[src/rtl/clkbuf_div.sv]
// clkbuf_div: per-channel clock divider emitting ce pulses and registered divided clocks; define CLKBUF_DIV_PENDING_EN for the pending output port.
module clkbuf_div #(
  parameter int NUM_CH    = 2,
  parameter int DIV_W     = 8,
  parameter int DEF_RATIO = 2
) (
  input  logic                    clk,
  input  logic                    reset,
  input  logic [NUM_CH-1:0]       en,
  input  logic [NUM_CH-1:0]       load,
  input  logic [NUM_CH*DIV_W-1:0] ratio,
  input  logic                    sync,
  output logic [NUM_CH-1:0]       ce,
  output logic [NUM_CH-1:0]       clkout
`ifdef CLKBUF_DIV_PENDING_EN
  ,
  output logic [NUM_CH-1:0]       pending
`endif
);
  for (genvar c = 0; c < NUM_CH; c++) begin : g_ch
    logic [DIV_W-1:0] n, p, cnt, n_nx, p_nx, cnt_nx;
    logic pend, run, dis, wrap, bnd, pend_nx, run_nx, ce_q, clk_q;
    // bnd marks any point where a new period begins, so pending ratios apply there
    always_comb begin
      dis     = !en[c] || n == '0;
      wrap    = run && cnt == n - 1'b1;
      bnd     = dis || !run || sync || wrap;
      n_nx    = (pend && bnd) ? p : n;
      p_nx    = load[c] ? ratio[c*DIV_W +: DIV_W] : p;
      pend_nx = load[c] || (pend && !bnd);
      run_nx  = en[c] && n_nx != '0;
      cnt_nx  = bnd ? '0 : cnt + 1'b1;
    end
    always_ff @(posedge clk) begin
      if (reset) begin
        n     <= DIV_W'(DEF_RATIO);
        p     <= DIV_W'(DEF_RATIO);
        pend  <= 1'b0;
        run   <= 1'b0;
        cnt   <= '0;
        ce_q  <= 1'b0;
        clk_q <= 1'b0;
      end else begin
        n     <= n_nx;
        p     <= p_nx;
        pend  <= pend_nx;
        run   <= run_nx;
        cnt   <= cnt_nx;
        ce_q  <= run_nx && cnt_nx == n_nx - 1'b1;
        clk_q <= run_nx && {1'b0, cnt_nx} < (({1'b0, n_nx} + 1'b1) >> 1);
      end
    end
    assign ce[c]     = ce_q;
    assign clkout[c] = clk_q;
`ifdef CLKBUF_DIV_PENDING_EN
    assign pending[c] = pend;
`endif
  end
endmodule

[config.mk]
export PLATFORM = sky130hd
export DESIGN_NAME = clkbuf_div
export DESIGN_NICKNAME = d
export VERILOG_FILES = /design/src/rtl/clkbuf_div.sv
export SDC_FILE = /design/constraint.sdc
export NUM_CORES = 1
export LEC_CHECK = 0
export CAP_MARGIN = 20
export CORE_MARGIN = 1.5
export CORE_UTILIZATION = 40
export CTS_CLUSTER_DIAMETER = 100
export CTS_CLUSTER_SIZE = 20
export DETAILED_ROUTE_END_ITERATION = 16
export SETUP_SLACK_MARGIN = 0.2
export SLEW_MARGIN = 40
export SYNTH_ARGS = -nofsm -noshare
export SYNTH_HDL_FRONTEND = slang
export SYNTH_SLANG_ARGS = --single-unit
[constraint.sdc]
create_clock -name clk -period 11.25 [get_ports clk]
set_clock_uncertainty 0.15 [all_clocks]
set_input_delay 2.25 -clock clk [delete_from_list [all_inputs] [get_ports clk]]
set_output_delay 2.25 -clock clk [all_outputs]
set_load 0.01 [all_outputs]
== Word-level counts from Yosys, hierarchy flattened ==
Cells that the tools add are included.
Word-level totals
  register bits: 56
  bits in latches: 0
  bits in writable memories: 0
  bits in read-only memories: 0
  memories kept: 0
Operators by class
  add/sub/neg operators: 8
  $mul: 0
  divide/modulo/power cells: 0
  order comparisons: 2
  equal/unequal tests: 4
  shift operators: 0
  multiplexer cells: 4
  bitwise operators: 0
  reductions and logical operators: 32
Operators with widths (number)
  equality test 8 bit: 4
  two-way mux 8 bit: 4
  subtractor 8 x 1 -> 8 bit (second input constant): 4
  adder 8 x 1 -> 9 bit (second input constant): 2
  adder 8 x 1 -> 8 bit (second input constant): 2
  zero test 8 bit: 2
  < comparator 8 bit: 2
  nonzero test 8 bit: 2
  logical AND 1 bit: 12
  logical OR 1 bit: 10
  zero test 1 bit: 6

== Depth between registers and ports, before layout ==
  word-level depth: 10
  gate-level depth with buffers: 21
  depth with buffers taken out: 18

== Worst setup path before layout ==
No wires, ideal clock.
  kind: input -> register
  start: in sync
  end: reg g_ch[1].clk_q
  arrival: 4.991 ns
  required time: 11.026 ns
  slack: 6.035 ns
  cell stages on the path: 16
  path buffers: 3
  cell sequence: and4b_1 > clkbuf_1 > nor2_4 > nor2_4 > buf_6 > buf_4 > mux2i_1 > inv_1 > ha_1 > nand4_1 > or3_1 > ha_1 > and4_1 > a21oi_1 > nand3_1 > a31oi_1
On the way
  word-level cells in the longest chain between the ends: 7
Ends and longest elaborated chain
  start, declared: line 12  | input logic sync,
  logical OR 1 bit (*) (2 in a row): line 27  | bnd = dis || !run || sync || wrap;
  logical AND 1 bit: line 28  | n_nx = (pend && bnd) ? p : n;
  two-way mux 8 bit: line 28
  adder 8 x 1 -> 9 bit / nonzero test 8 bit (equally long branches): line 50, 31
  < comparator 8 bit / logical AND 1 bit (equally long branches): line 50, 31
  logical AND 1 bit (*): line 50  | clk_q <= run_nx && {1'b0, cnt_nx} < (({1'b0, n_nx} + 1'b1) >> 1);
  end signal, assigned: line 50
  end, declared: line 22  | logic pend, run, dis, wrap, bnd, pend_nx, run_nx, ce_q, clk_q;
Mark *: on every way between the ends. The rest lies on a longest branch, timed or not.
A chain may end at the register's enable or synchronous reset.

== Worst setup path in the final report ==
Ends and elaborated chain as after synthesis.

==> impl_metrics.yaml <==
critical_path:
  required_ns: 11.36
  slowest_stage: "and4b_1"
  r2r_start: "g_ch[1].n[0]"
  critPathBufInv: 1
  cp_top_family: "simple AND/OR/NAND/NOR gates"
  critPathLaunchType: "input pin"
  crit_chain: "clkdlybuf4s50_1 > and4b_1 > nor2_4 > nor2_4 > mux2i_4 > nand2_1 > or4_1 > xnor2_1 > ha_1 > and4_1 > a21oi_1 > nand3_1 > a31oi_1"
  rr_worst_depth: 16
  end_kind: "flip-flop"
  r2r-end: "g_ch[1].clk_q"
  regToRegSetupSlack_ns: 6.61
  crit_path_frequent_cell: "nor2_4"
  worstSetupPathType: "in -> reg"
  critical_path.max_fanout: 21
  arrival_ns: 5.96
  slowest_delay_ns: 0.55
timing:
  max_freq_mhz: 171
  setup_tns_ns: 0
  rsz0062_at_grt: "no"
  final-max-slew-violation-count: 0
  slew_headroom_pct: 57.4
  finalHoldViolations: 0
  fin_crit_sh_pct: 52.0
  worstMarginPinSlew_ns: 0.640
  period_needed_ns: 5.85
  setup_viol: 0
clock_tree:
  clock_insertion_delay_worst_skew_ns: 0.32
  post_cts_hold_buffer_count: 0
  htreeDepth: 2
  cts_resized: 0
  cts-buffers-inserted: 5
  postCtsSetupBuffers: 0
  clockBufferDepth: 2
  cts_sinks: 56
  cts-root-buf: "clkbuf_8"
  clk_pin_slew_worst_paths_ns: 0.11
  tritoncts: "done"
yosys:
  synth.distinct_cells: 75
  synth_top_area_share_pct: 25.6
  syn_nets: 572
  yosysMostFrequentCell: "nor2_1"
  synth_edf_count: 0
  synth_xor_xnor_area_share_pct: 10.9
  synth_compound_area_share_pct: 15.4
  synthSimpleGateAreaFrac_pct: 25.9
  yosysWarningCount: 0
  synthArstFlopShare_pct: 0
  ys_seq_area_share_pct: 25.6
  ys_ff_latch: 56
  yosys.area.top_type: "dfxtp_1"
  synthFlopType: "dfxtp_1"
  synth_area_leaders: "dfxtp_1, mux2i_1, ha_1"
  synth_common_cells: "nor2_1, dfxtp_1, nand2_1, mux2i_1, xnor2_1"
  synth_top_family_by_area: "simple AND/OR/NAND/NOR gates"
  syn_inst: 528
  synth.mux.area_fraction_pct: 10.3
  syn_area_um2: 4390
  synthAdderAreaFrac_pct: 5.99
  synth.avg_cell_area_um2: 8.31
power_and_ir_drop:
  p_leak_nw: 1.81
  power.total_mw: 0.425
  max-vdd-ir-drop_mv: 0.0619
  cellPowerDensity_nw_per_um2: 90.1
global_routing:
  grt_max_degree: 53
  grt_pass1_vias: 3611
  overflow: 0
  grt_pass1_wl_mm: 18.6
  globalRouteTotalUtil_pct: 19.9
  grt_antenna_before_repair: 0
cells_and_area:
  insertedDiodeCount: 0
  nNetsFinal: 566
  areaGrowthSynthToFinish_pct: 7.53
  drive_gt1_share_pct: 8.41
min_path:
  whs_path_depth: 2
  hold_start: "g_ch[0].p[3]"
  hold_class: "reg -> reg"
  whs_endpoint: "g_ch[0].n[3]"
floorplan:
  start_util_pct: 40.8
  fp.dieH_um: 108
  io_pins: 27
  core_area_um2: 10700
  num_rows: 38
  chipWidth_um: 108
  dieArea_um2: 11600
placement:
  globalplace.congestion: 0.891
  port_buffers: 26
  dp_hpwl_mm: 8.37
detailed_routing:
  wl_mm: 11.0
  avgViaCountPerCell: 5.75
  num_vias: 3810
  ant_nets: 0
  dr.first_iter.drc_count: 306
  drc: 0
  drtPass1Iterations: 5
  wl_per_cell_um: 16.6
run:
  drv_cap: 0
run_status:
  status: "complete, no violations"
==> power by group <==
group / leakage, nW / internal (mW) / switching (mW)
Clock: 0.0522 / 0.0518 / 0.0726
Combinational: 1.30 / 0.0407 / 0.0433
Sequential: 0.457 / 0.205 / 0.0116
==> per-layer routing <==
layer  global-route usage [%]  wire length (um)
met5                        0                 0
met4                     4.51               142
met3                     2.36               666
met2                     29.3              4670
met1                     30.6              5500
==> stage by stage <==
step | area (um^2) | cells | util, % | setup slack, ns | hold slack (ns)
floorplan | 4390 | 528 | - | 6.04 | 0.325
global placement | 4620 | 655 | 43.0 | 5.10 | 0.373
detailed placement | 4620 | 655 | 43.0 | 5.08 | 0.378
CTS | 4720 | 663 | 43.9 | 5.42 | 0.394
global route | 4720 | 663 | 43.9 | 5.22 | 0.440
finish | 4720 | 663 | 43.9 | 5.40 | 0.392
==> flip-flops by register name, indices dropped and copies added, names as in the netlist <==
signal / cells
g_ch.cnt: 16
g_ch.ce_q: 2
g_ch.run: 2
g_ch.n: 16
g_ch.clk_q: 2
g_ch.pend: 2
g_ch.p: 16
==> cells by family after synthesis <==
logic type      Yosys count
simple gates            212
compound gates           93
flops                    56
buf+inv                  54
xor+xnor                 50
mux                      42
fa+ha+maj                21
==> worst reg2reg max path: stages, from the launching register on <==
cell     delay (ns)
dfxtp_1        0.49
inv_1          0.12
ha_1           0.26
and3b_1        0.18
o21a_1         0.18
o31a_1         0.33
and4b_1        0.32
nor2_4         0.52
mux2i_4        0.37
nand2_1        0.08
or4_1          0.53
xnor2_1        0.15
ha_1           0.29
and4_1         0.21
a21oi_1        0.14
nand3_1        0.09
a31oi_1        0.16
==> final cells by class <==
cell class                 instances  area (um^2)
clock buffer                       6         82.6
clock inverter                     2         17.5
fill                            1115         6030
inverter                          14         52.6
multi-input combinational        418         3000
sequential                        56         1120
tap                              140          175
timing repair buffer              27          263
==> placed cells by master (no fill, tap or decap), types with 3 or more instances in the layout <==
master,n
nand2b_1,4
clkdlybuf4s50_1,25
a211o_1,3
nand2_1,34
o221ai_1,3
nor2b_1,9
dfxtp_1,56
o21ai_0,17
a31oi_1,3
nor3_1,28
a211oi_1,7
and2_1,4
nor2_4,3
nor4b_1,3
a21oi_1,17
a21o_1,8
inv_1,14
and3_1,4
nand3_1,18
mux2i_1,31
nand4_1,6
or2_2,4
nor4_1,8
xnor2_1,30
ha_1,21
clkbuf_8,6
o211ai_1,6
xnor3_1,3
mux2_2,8
or3_1,7
xor2_1,17
nor2_1,58
o31ai_1,3
==> worst max path at each step <==
stage | from | to | slack, ns | depth (start not counted)
floorplan | sync | g_ch[1].clk_q | 6.04 | 16
global placement | sync | g_ch[1].clk_q | 5.10 | 13
detailed placement | sync | g_ch[1].clk_q | 5.08 | 14
CTS | sync | g_ch[1].clk_q | 5.42 | 13
global route | sync | g_ch[1].clk_q | 5.22 | 15
finish | sync | g_ch[1].clk_q | 5.40 | 13
Note: power is estimated with default switching activity, not from simulation.
